**src/rtl/mult_writeback.sv**
```systemverilog
//==============================================================================
// Module      : mult_writeback
// Description : Multiply tag pipeline, ALU/multiply write-port merge with an
//               in-order displaced-result buffer, back-pressure and optional
//               RAW hazard detection (enabled by MULT_WB_SCOREBOARD_EN).
// Revision    : 1.0 - initial release
//==============================================================================
`default_nettype none

module mult_writeback #(
  parameter int MULT_STAGES = 2,
  parameter int BUF_DEPTH   = 2
) (
  input  logic        clk,
  input  logic        rst,
  input  logic        hold,
  input  logic        issue_valid,
  input  logic        issue_mult,
  input  logic [4:0]  issue_rd_idx,
  input  logic [4:0]  issue_ra_idx,
  input  logic [4:0]  issue_rb_idx,
  input  logic [31:0] mult_wb_value,
  input  logic        alu_wb_valid,
  input  logic [4:0]  alu_rd_idx,
  input  logic [31:0] alu_wb_value,
  output logic        rf_we,
  output logic [4:0]  rf_waddr,
  output logic [31:0] rf_wdata,
  output logic        stall_req,
  output logic        hazard
);

  localparam int c_PTR_W = (BUF_DEPTH > 1) ? $clog2(BUF_DEPTH) : 1;
  localparam int c_CNT_W = $clog2(BUF_DEPTH + 1);
  localparam int c_OCC_W = $clog2(BUF_DEPTH + MULT_STAGES + 1);

  logic [MULT_STAGES-1:0] r_tag_v;
  logic [4:0]             r_tag_rd [MULT_STAGES];

  logic [4:0]             r_buf_rd   [BUF_DEPTH];
  logic [31:0]            r_buf_data [BUF_DEPTH];
  logic [c_PTR_W-1:0]     r_head;
  logic [c_PTR_W-1:0]     r_tail;
  logic [c_CNT_W-1:0]     r_count;

  logic [4:0]             w_last_rd;
  logic                   w_last_live;
  logic                   w_buf_empty;
  logic                   w_direct;
  logic                   w_push;
  logic                   w_pop;
  logic [c_OCC_W-1:0]     w_occ;

  function automatic logic [c_PTR_W-1:0] f_ptr_inc(input logic [c_PTR_W-1:0] p);
    return (p == c_PTR_W'(BUF_DEPTH - 1)) ? '0 : p + c_PTR_W'(1);
  endfunction

  // Last stage is consumed only when the pipeline advances; rd=0 is dropped.
  assign w_last_rd   = r_tag_rd[MULT_STAGES-1];
  assign w_last_live = r_tag_v[MULT_STAGES-1] & ~hold & (|w_last_rd);
  assign w_buf_empty = (r_count == '0);
  assign w_direct    = w_last_live & ~alu_wb_valid & w_buf_empty;
  assign w_push      = w_last_live & ~w_direct;
  assign w_pop       = ~alu_wb_valid & ~w_buf_empty;

  always_ff @(posedge clk) begin
    if (rst) begin
      r_tag_v <= '0;
      for (int i = 0; i < MULT_STAGES; i++) r_tag_rd[i] <= '0;
    end else if (!hold) begin
      r_tag_v[0]  <= issue_valid & issue_mult;
      r_tag_rd[0] <= issue_rd_idx;
      for (int i = MULT_STAGES - 1; i > 0; i--) begin
        r_tag_v[i]  <= r_tag_v[i-1];
        r_tag_rd[i] <= r_tag_rd[i-1];
      end
    end
  end

  always_ff @(posedge clk) begin
    if (rst) begin
      r_head  <= '0;
      r_tail  <= '0;
      r_count <= '0;
    end else begin
      if (w_push) begin
        r_buf_rd[r_tail]   <= w_last_rd;
        r_buf_data[r_tail] <= mult_wb_value;
        r_tail             <= f_ptr_inc(r_tail);
      end
      if (w_pop) r_head <= f_ptr_inc(r_head);
      r_count <= r_count + c_CNT_W'(w_push) - c_CNT_W'(w_pop);
    end
  end

  always_comb begin
    rf_we    = 1'b0;
    rf_waddr = '0;
    rf_wdata = '0;
    if (!rst) begin
      if (alu_wb_valid) begin
        rf_we    = 1'b1;
        rf_waddr = alu_rd_idx;
        rf_wdata = alu_wb_value;
      end else if (w_pop) begin
        rf_we    = 1'b1;
        rf_waddr = r_buf_rd[r_head];
        rf_wdata = r_buf_data[r_head];
      end else if (w_direct) begin
        rf_we    = 1'b1;
        rf_waddr = w_last_rd;
        rf_wdata = mult_wb_value;
      end
    end
  end

  // Every in-flight tag already owns a future buffer slot.
  always_comb begin
    w_occ = c_OCC_W'(r_count);
    for (int i = 0; i < MULT_STAGES; i++) w_occ = w_occ + c_OCC_W'(r_tag_v[i]);
    stall_req = ~rst & (w_occ >= c_OCC_W'(BUF_DEPTH));
  end

`ifdef MULT_WB_SCOREBOARD_EN
  logic [BUF_DEPTH-1:0] r_buf_v;
  logic                 w_ra_hit;
  logic                 w_rb_hit;

  // Occupancy per slot; on a full-buffer pop+push the push reclaims the slot.
  always_ff @(posedge clk) begin
    if (rst) begin
      r_buf_v <= '0;
    end else begin
      if (w_pop)  r_buf_v[r_head] <= 1'b0;
      if (w_push) r_buf_v[r_tail] <= 1'b1;
    end
  end

  always_comb begin
    w_ra_hit = 1'b0;
    w_rb_hit = 1'b0;
    for (int i = 0; i < MULT_STAGES; i++) begin
      if (r_tag_v[i] && (r_tag_rd[i] == issue_ra_idx)) w_ra_hit = 1'b1;
      if (r_tag_v[i] && (r_tag_rd[i] == issue_rb_idx)) w_rb_hit = 1'b1;
    end
    for (int j = 0; j < BUF_DEPTH; j++) begin
      if (r_buf_v[j] && (r_buf_rd[j] == issue_ra_idx)) w_ra_hit = 1'b1;
      if (r_buf_v[j] && (r_buf_rd[j] == issue_rb_idx)) w_rb_hit = 1'b1;
    end
    hazard = ~rst & issue_valid &
             ((w_ra_hit & (|issue_ra_idx)) | (w_rb_hit & (|issue_rb_idx)));
  end
`else
  logic w_unused_src;
  assign w_unused_src = ^{issue_ra_idx, issue_rb_idx};
  assign hazard       = 1'b0;
`endif

endmodule

`default_nettype wire

```
**config.mk**
```make
export PLATFORM = sky130hd
export DESIGN_NAME = mult_writeback
export DESIGN_NICKNAME = d
export VERILOG_FILES = /design/src/rtl/mult_writeback.sv
export SDC_FILE = /design/constraint.sdc
export NUM_CORES = 1
export LEC_CHECK = 0
export CAP_MARGIN = 20
export CORE_MARGIN = 3
export CORE_UTILIZATION = 50
export CTS_CLUSTER_SIZE = 24
export DETAILED_ROUTE_END_ITERATION = 8
export GPL_TIMING_DRIVEN = 0
export PLACE_DENSITY_LB_ADDON = 0.08
export SYNTH_ARGS = -nofsm -noshare
export SYNTH_HDL_FRONTEND = slang
export SYNTH_SLANG_ARGS = --single-unit
```
**constraint.sdc**
```tcl
create_clock -name clk -period 14.5 [get_ports clk]
set_clock_uncertainty 0.15 [all_clocks]
set_input_delay 2.9 -clock clk [delete_from_list [all_inputs] [get_ports clk]]
set_output_delay 2.9 -clock clk [all_outputs]
set_load 0.05 [all_outputs]
```
==> metrics.md, run 1 <==
| Metric | Value |
|---|---|
| Status | `finished clean` |
| H-tree depth | `3` |
| # setup viols final | `0` |
| Routed WL | `11700 um` |
| RR Endpoint | `r_count[1]` |
| Post-Syn Instances | `356` |
| Synth Area in XOR/XNOR | `0.181%` |
| Post-synthesis compound-gate area fraction | `22.9%` |
| Via total after detailed routing | `3460` |
| Antenna Violating Nets Remaining | `0` |
| Post-synthesis simple-gate area fraction | `about 5.4%` |
| Buf/Inv on CP | `4` |
| Power Dens Cells | `107 nW/um2` |
| Final hold vios | `0` |
| Worst-Skew Late Latency | `0.35 ns` |
| Total die area | `10900 um2` |
| Commonest cells after routing, fill and taps aside | `clkdlybuf4s50_1 (115), edfxtp_1 (84), mux2_2 (38)` |
| Total leakage power | `2.25 nW` |
| Most common cell after layout, fill and taps aside | `clkdlybuf4s50_1` |
| Core Rows | `35` |
| Seq/Total Area, Yosys | `54.9%` |
| # resized after CTS | `0` |
| TNS Setup | `0 ns` |
| Min Clock Period, post-route | `8.37 ns` |
| TritonCTS clock tree | `yes` |
| Slew HR | `47.5%` |
| Hold WS | `0.342 ns` |
| TritonCTS buffer count | `9` |
| CTS Hold Buffers Added | `0` |
| Routability Congestion | `0.774` |
| I/O Pins | `130` |
| Clock share of power | `27.3%` |
| CP cell instances | `clkbuf_1 > clkbuf_1 > buf_1 > nor2_1 > a21oi_1 > clkdlybuf4s50_1` |
| Seq pwr share | `42.8%` |
| Max-Cap Viols | `0` |
| Worst slew pin tran | `between 0.7 and 0.8 ns` |
| Cells on Worst Hold Path | `0` |
| Global-route wire length before repair | `18900 um` |
| Drt drc | `0` |
| Ant. Diodes | `0` |
| Worst setup path class | `input port to output pin` |
| Sw Share | `31.8%` |
| Fin nets | `582` |
| Ratio of cells with drive above 1 in the final layout | `just under 30%` |
| Sw power | `220 uW` |
| Initial core utilization | `a little over half` |
| Worst VDD drop | `~56 uV` |
| # port buffers | `115` |
| CP arrival | `5.32 ns` |
| Post-synth cell types | `34` |
| Worst Setup Start Kind | `input port` |
| YS warnings | `0` |
| Hold Path Sink | `r_buf_rd[1][4]` |
| Min-delay worst type | `flip-flop to flip-flop` |
| Comb pwr share | `29.9%` |
| Root Driver | `clkbuf_8` |
| Req. time, crit path | `11.45 ns` |
| Initial drt markers | `174` |
| Tcrit/Tclk final | `57.7%` |
| Pin count of the biggest net entering global routing | `17` |
| Critical path's top delay family | `buffers and inverters` |
| CP endpoint kind | `output pin` |
| Total GRT Usage | `around 22%` |
| Post-Synth Adder-Cell Area | `0.774%` |
| Clk pin slew, worst setup/hold paths | `0.09 ns` |
| Largest family of logic cells by synthesized area | `compound AO/OA/AOI/OAI gates` |
| Internal | `roughly 470 uW` |
| Yosys reg bits | `just over 90` |
| Mapped Avg Cell Area | `13.6 um2` |
| CTS Buffer Depth | `2` |
| Vias in the first global route | `3703` |
| Postcts setup bufs | `0` |
| Clk sinks | `91` |
| Post-synthesis net count | `449` |
| Die H | `between 100 and 150 um` |
| WP depth | `6` |
| CP Max Fanout | `10` |
| Post-DP HPWL | `~8000 um` |
| Number of vias per cell | `5.55` |
| Overflow after GRT | `0` |
| R2R Setup Slk | `11.86 ns` |
| Pre-Repair DR Iteration Count | `6` |
| Synth-to-Final Area Change | `33.5%` |
| Most used cell, CP | `clkbuf_1` |
| Critical hold path startpoint | `r_tag_rd[0][9]` |
| Avg WL per Cell | `18.8 um` |
| Mapped Area | `~4900 um2` |
| Die W | `105 um` |
| R2R Path Start | `r_tag_rd[0][5]` |
| RSZ-0062 raised after global routing | `no` |
| Core Region | `9330 um2` |
| Max stage delay on crit path | `0.82 ns` |
| Max-slew violations | `0` |
| Slowest CP cell | `clkdlybuf4s50_1` |
| Mux cell area share after synthesis | `9.03%` |
| Max Fclk | `120 MHz` |
| Antenna violations before repair | `0` |
| Worst Reg-to-Reg Cells | `9` |
-- routing by layer --
layer | vias to the layer above | part of all wire (%) | GRT usage (%)
li1 | 1641 | - | -
met1 | 1676 | 43 | 27.7
met2 | 128 | 50 | 36.6
met3 | 15 | 6.2 | 5.59
met4 | 0 | 1.2 | 5.89
met5 | - | 0 | 0
-- layout make-up --
cell class / instances / area, um2
repair buffers: 122 / 1230
plain buffers: 36 / 203
clock buffers: 9 / 124
multi-input cells: 196 / 1870
well taps: 129 / 161
flip-flops and latches: 91 / 2660
clock inverters: 7 / 98.8
fillers: 679 / 2850
inverters: 33 / 124
-- power groups by stage --
stage / Clock, mW / Combinational, mW / Sequential, mW
finish: 0.190 / 0.207 / 0.297
global route: 0.203 / 0.221 / 0.298
floorplan: 0 / 0.139 / 0.302
global placement: 0 / 0.206 / 0.302
CTS: 0.191 / 0.209 / 0.297
detailed placement: 0 / 0.208 / 0.303
-- registers in the layout, summed over array words and instances, names as in the netlist, named ones only --
| register | cells |
|---|---|
| r_buf_data | 64 |
| r_buf_rd | 10 |
| r_count | 2 |
| r_head | 1 |
| r_tag_rd | 10 |
| r_tag_v | 2 |
| r_tail | 1 |
-- worst max path at each step --
stage	start	endpoint	slack [ns]
after detailed placement	alu_wb_valid	rf_we	6.10
after CTS	alu_wb_valid	rf_we	6.10
after global routing	alu_wb_valid	rf_we	6.03
after floorplan	hold	rf_wdata[30]	6.50
final	alu_wb_valid	rf_we	6.13
after global placement	rst	r_buf_data[0][9]	5.73
-- Yosys cell counts (all sizes together) --
cell | count | area share (%)
a211oi | 1 | 0.15
a21oi | 36 | 3.7
a221oi | 37 | 11
and2 | 11 | 1.4
and2b | 1 | 0.18
buf | 18 | 2.7
clkbuf | 18 | 1.5
conb | 1 | 0.077
dfxtp | 7 | 2.9
edfxtp | 84 | 52
ha | 3 | 0.77
inv | 33 | 2.6
mux2 | 38 | 8.8
mux2i | 1 | 0.21
nand2 | 1 | 0.077
nand3b | 1 | 0.15
nor2 | 8 | 0.62
nor2b | 7 | 0.90
nor3 | 7 | 0.72
nor3b | 1 | 0.15
nor4b | 1 | 0.49
o211ai | 33 | 8.3
o21ai | 2 | 0.21
or2 | 1 | 0.13
or2b | 1 | 0.15
or3 | 2 | 0.26
or4 | 1 | 0.15
xor2 | 1 | 0.18
-- cell families (layout without fill, tap and decap cells) --
family,Yosys count,after routing
other,1,1
and+or+nand+nor,43,43
xor gates and xnor gates,1,1
adders and majority gates,3,3
AOI/OAI and AO/OA,109,109
buffers and inverters,69,207
DFF,91,91
muxes,39,39
-- worst register-to-register path, stage by stage, from the launching register on --
cell and delay (ns):
edfxtp_1 0.47, or4_1 0.54, buf_2 0.19, o211ai_2 0.28, ha_1 0.29, inv_1 0.06, ha_1 0.15, xor2_1 0.19
and2_1 0.15, nor3_1 0.05
-- metrics by stage --
step           cell area, um2  util (%)  total power, mW  std cells  setup WS, ns
6_report                 6480      69.5            0.694        623          6.13
5_1_grt                  6480      69.5            0.722        623          6.03
4_1_cts                  6480      69.5            0.697        623          6.10
3_5_place_dp             6260      67.1            0.511        607          6.10
3_3_place_gp             6160      66.1            0.508        600          5.73
2_1_floorplan            4850         -            0.441        356          6.50
Note: power is estimated with default switching activity, not from simulation.
==> inputs of run 2 (changes only) <==
CORE_UTILIZATION = 49   (was 50)
clock period = 8.2 ns   (was 14.5 ns; I/O delays follow)
==> run 2 against run 1 <==
Net effect: design area down 0.46%; sequential power up 77%; critical path depth unchanged; count of clock-buffer cells in the layout up 1; via count up 0.14%; hold slack worse by 0.011 ns; first-iteration DRC count down 14%; highest routed layer unchanged.
==> metrics.md, run 2 (same netlist as run 1, synthesis figures left out) <==
| Metric | Value |
|---|---|
| Total leakage power | `2.23 nW` |
| Fin nets | `approximately 580` |
| # port buffers | `115` |
| Total GRT Usage | `21.6%` |
| Pin count of the biggest net entering global routing | `17` |
| Vias in the first global route | `3691` |
| Commonest cells after routing, fill and taps aside | `clkdlybuf4s50_1 (115), edfxtp_1 (84), mux2_2 (38)` |
| Most common cell after layout, fill and taps aside | `clkdlybuf4s50_1` |
| Core Region | `9420 um2` |
| CTS Hold Buffers Added | `0` |
| Antenna violations before repair | `0` |
| Internal | `785 uW` |
| TritonCTS clock tree | `yes` |
| # setup viols final | `0` |
| Final hold vios | `0` |
| RSZ-0062 raised after global routing | `no` |
| Initial core utilization | `51.5%` |
| Root Driver | `clkbuf_8` |
| TNS Setup | `0 ns` |
| Routed WL | `11500 um` |
| WL met1 | `~4800 um` |
| Core Rows | `35` |
| CP Max Fanout | `10` |
| Avg WL per Cell | `18.4 um` |
| Total die area | `11100 um2` |
| Ratio of cells with drive above 1 in the final layout | `approximately 30%` |
| Via total after detailed routing | `3465` |
| Pre-Repair DR Iteration Count | `4` |
| Seq pwr share | `44.8%` |
| Slew HR | `a little over a third` |
| Req. time, crit path | `~6.4 ns` |
| Ant. Diodes | `0` |
| Final core occ | `about two thirds` |
| TritonCTS buffer count | `9` |
| Max-Cap Viols | `0` |
| Worst Reg-to-Reg Cells | `7` |
| Die W | `approximately 110 um` |
| DR WL met2 | `5860 um` |
| Min Clock Period, post-route | `5.84 ns` |
| Tcrit/Tclk final | `71.2%` |
| CTS Buffer Depth | `2` |
| Multi-input logic area | `1870 um2` |
| Comb pwr share | `31.2%` |
| H-tree depth | `3` |
| Max FFs per register | `64` |
| Sw Share | `around 33%` |
| Clk sinks | `91` |
| Placed Area | `6260 um2` |
| Postcts setup bufs | `0` |
| Fill cells | `720` |
| I/O Pins | `130` |
| Cells on Worst Hold Path | `2` |
| Worst slew pin tran | `0.956 ns` |
| # resized after CTS | `0` |
| Global-route wire length before repair | `roughly 19000 um` |
| Power Dens Cells | `182 nW/um2` |
| Min-delay worst type | `flip-flop to flip-flop` |
| Post-DP HPWL | `8230 um` |
| Hold Path Sink | `r_tag_v[0]` |
| Post-route cell area | `6450 um2` |
| R2R Setup Slk | `5.55 ns` |
| Initial drt markers | `150` |
| Highest layer used for signal routing | `met4` |
| Worst setup path class | `input port to output pin` |
| Drt drc | `0` |
| CP endpoint kind | `output pin` |
| Met3 WL post-DR | `around 700 um` |
| Clock share of power | `24.1%` |
| Worst-Skew Late Latency | `0.36 ns` |
| Registers with the most flip-flops | `r_buf_data x64, r_buf_rd x10, r_tag_rd x10` |
| Antenna Violating Nets Remaining | `0` |
| Routability Congestion | `around 0.7` |
| Number of vias per cell | `5.56` |
| Sw power | `388 uW` |
| Worst Setup Start Kind | `input port` |
| Largest Register | `r_buf_data` |
| Synth-to-Final Area Change | `32.9%` |
| Register area | `2660 um2` |
| RR Endpoint | `r_buf_data[0][6]` |
| Overflow after GRT | `0` |
| Max Fclk | `171 MHz` |
| Critical hold path startpoint | `r_tag_v[0]` |
| Worst setup path start | `alu_wb_valid` |
| Max-slew violations | `0` |
| Overall Power | `1.17 mW` |
| Status | `finished clean` |
| Worst VDD drop | `110 uV` |
| R2R Path Start | `r_tag_rd[0][5]` |
| Die H | `106 um` |
| Clk pin slew, worst setup/hold paths | `0.09 ns` |
| CP arrival | `between 4 and 5 ns` |
==> run 2: changes by cell type in the layout (fill, tap and decap cells not counted), sizes merged <==
cell | before | now
bufinv | 2 | 0
clkinv | 2 | 3
clkbuf | 27 | 28
==> run 2: worst max-delay path, cell delays in order <==
cell and delay (ns):
clkbuf_1 0.28, clkbuf_1 0.44, buf_1 0.57, nor2_1 0.11, a21oi_1 0.17, clkdlybuf4s50_1 0.82
==> run 2: routing by layer <==
layer | track usage (%) | vias up
met1 | 29.1 | 1705
met3 | 3.80 | 11
met5 | 0 | -
met4 | 6.29 | 0
met2 | 35.9 | 107
li1 | - | 1642
==> run 2: power groups by stage <==
stage          Combinational [mW]  Sequential [mW]  Clock, mW
2_1_floorplan               0.247            0.533          0
3_3_place_gp                0.365            0.535          0
3_5_place_dp                0.367            0.535          0
4_1_cts                     0.368            0.525      0.287
5_1_grt                     0.393            0.526      0.309
6_report                    0.366            0.525      0.282
==> run 2: how the worst max path moves through the flow <==
stage | endpoint | cells after the start
final | rf_we | 6
after global routing | rf_we | 6
after CTS | rf_we | 6
after detailed placement | rf_we | 6
after global placement | r_buf_data[1][29] | 3
after floorplan | r_buf_data[1][0] | 4
==> run 2: through the flow <==
step / std cells / setup slack [ns] / hold slack (ns)
finish: 623 / 2.36 / 0.330
global route: 623 / 2.19 / 0.360
CTS: 623 / 2.33 / 0.329
detailed placement: 607 / 2.33 / 0.318
global placement: 600 / 0.619 / 0.304
floorplan: 356 / 2.71 / 0.293
==> run 2: cell type report <==
cell class              count  share of cell area, %
multi-input cells         196                   29.0
inverters                  33                   1.92
clock inverters             6                  0.737
plain buffers              36                   3.14
repair buffers            122                   19.2
flip-flops and latches     91                   41.3
well taps                 129                   2.50
clock buffers              10                   2.13
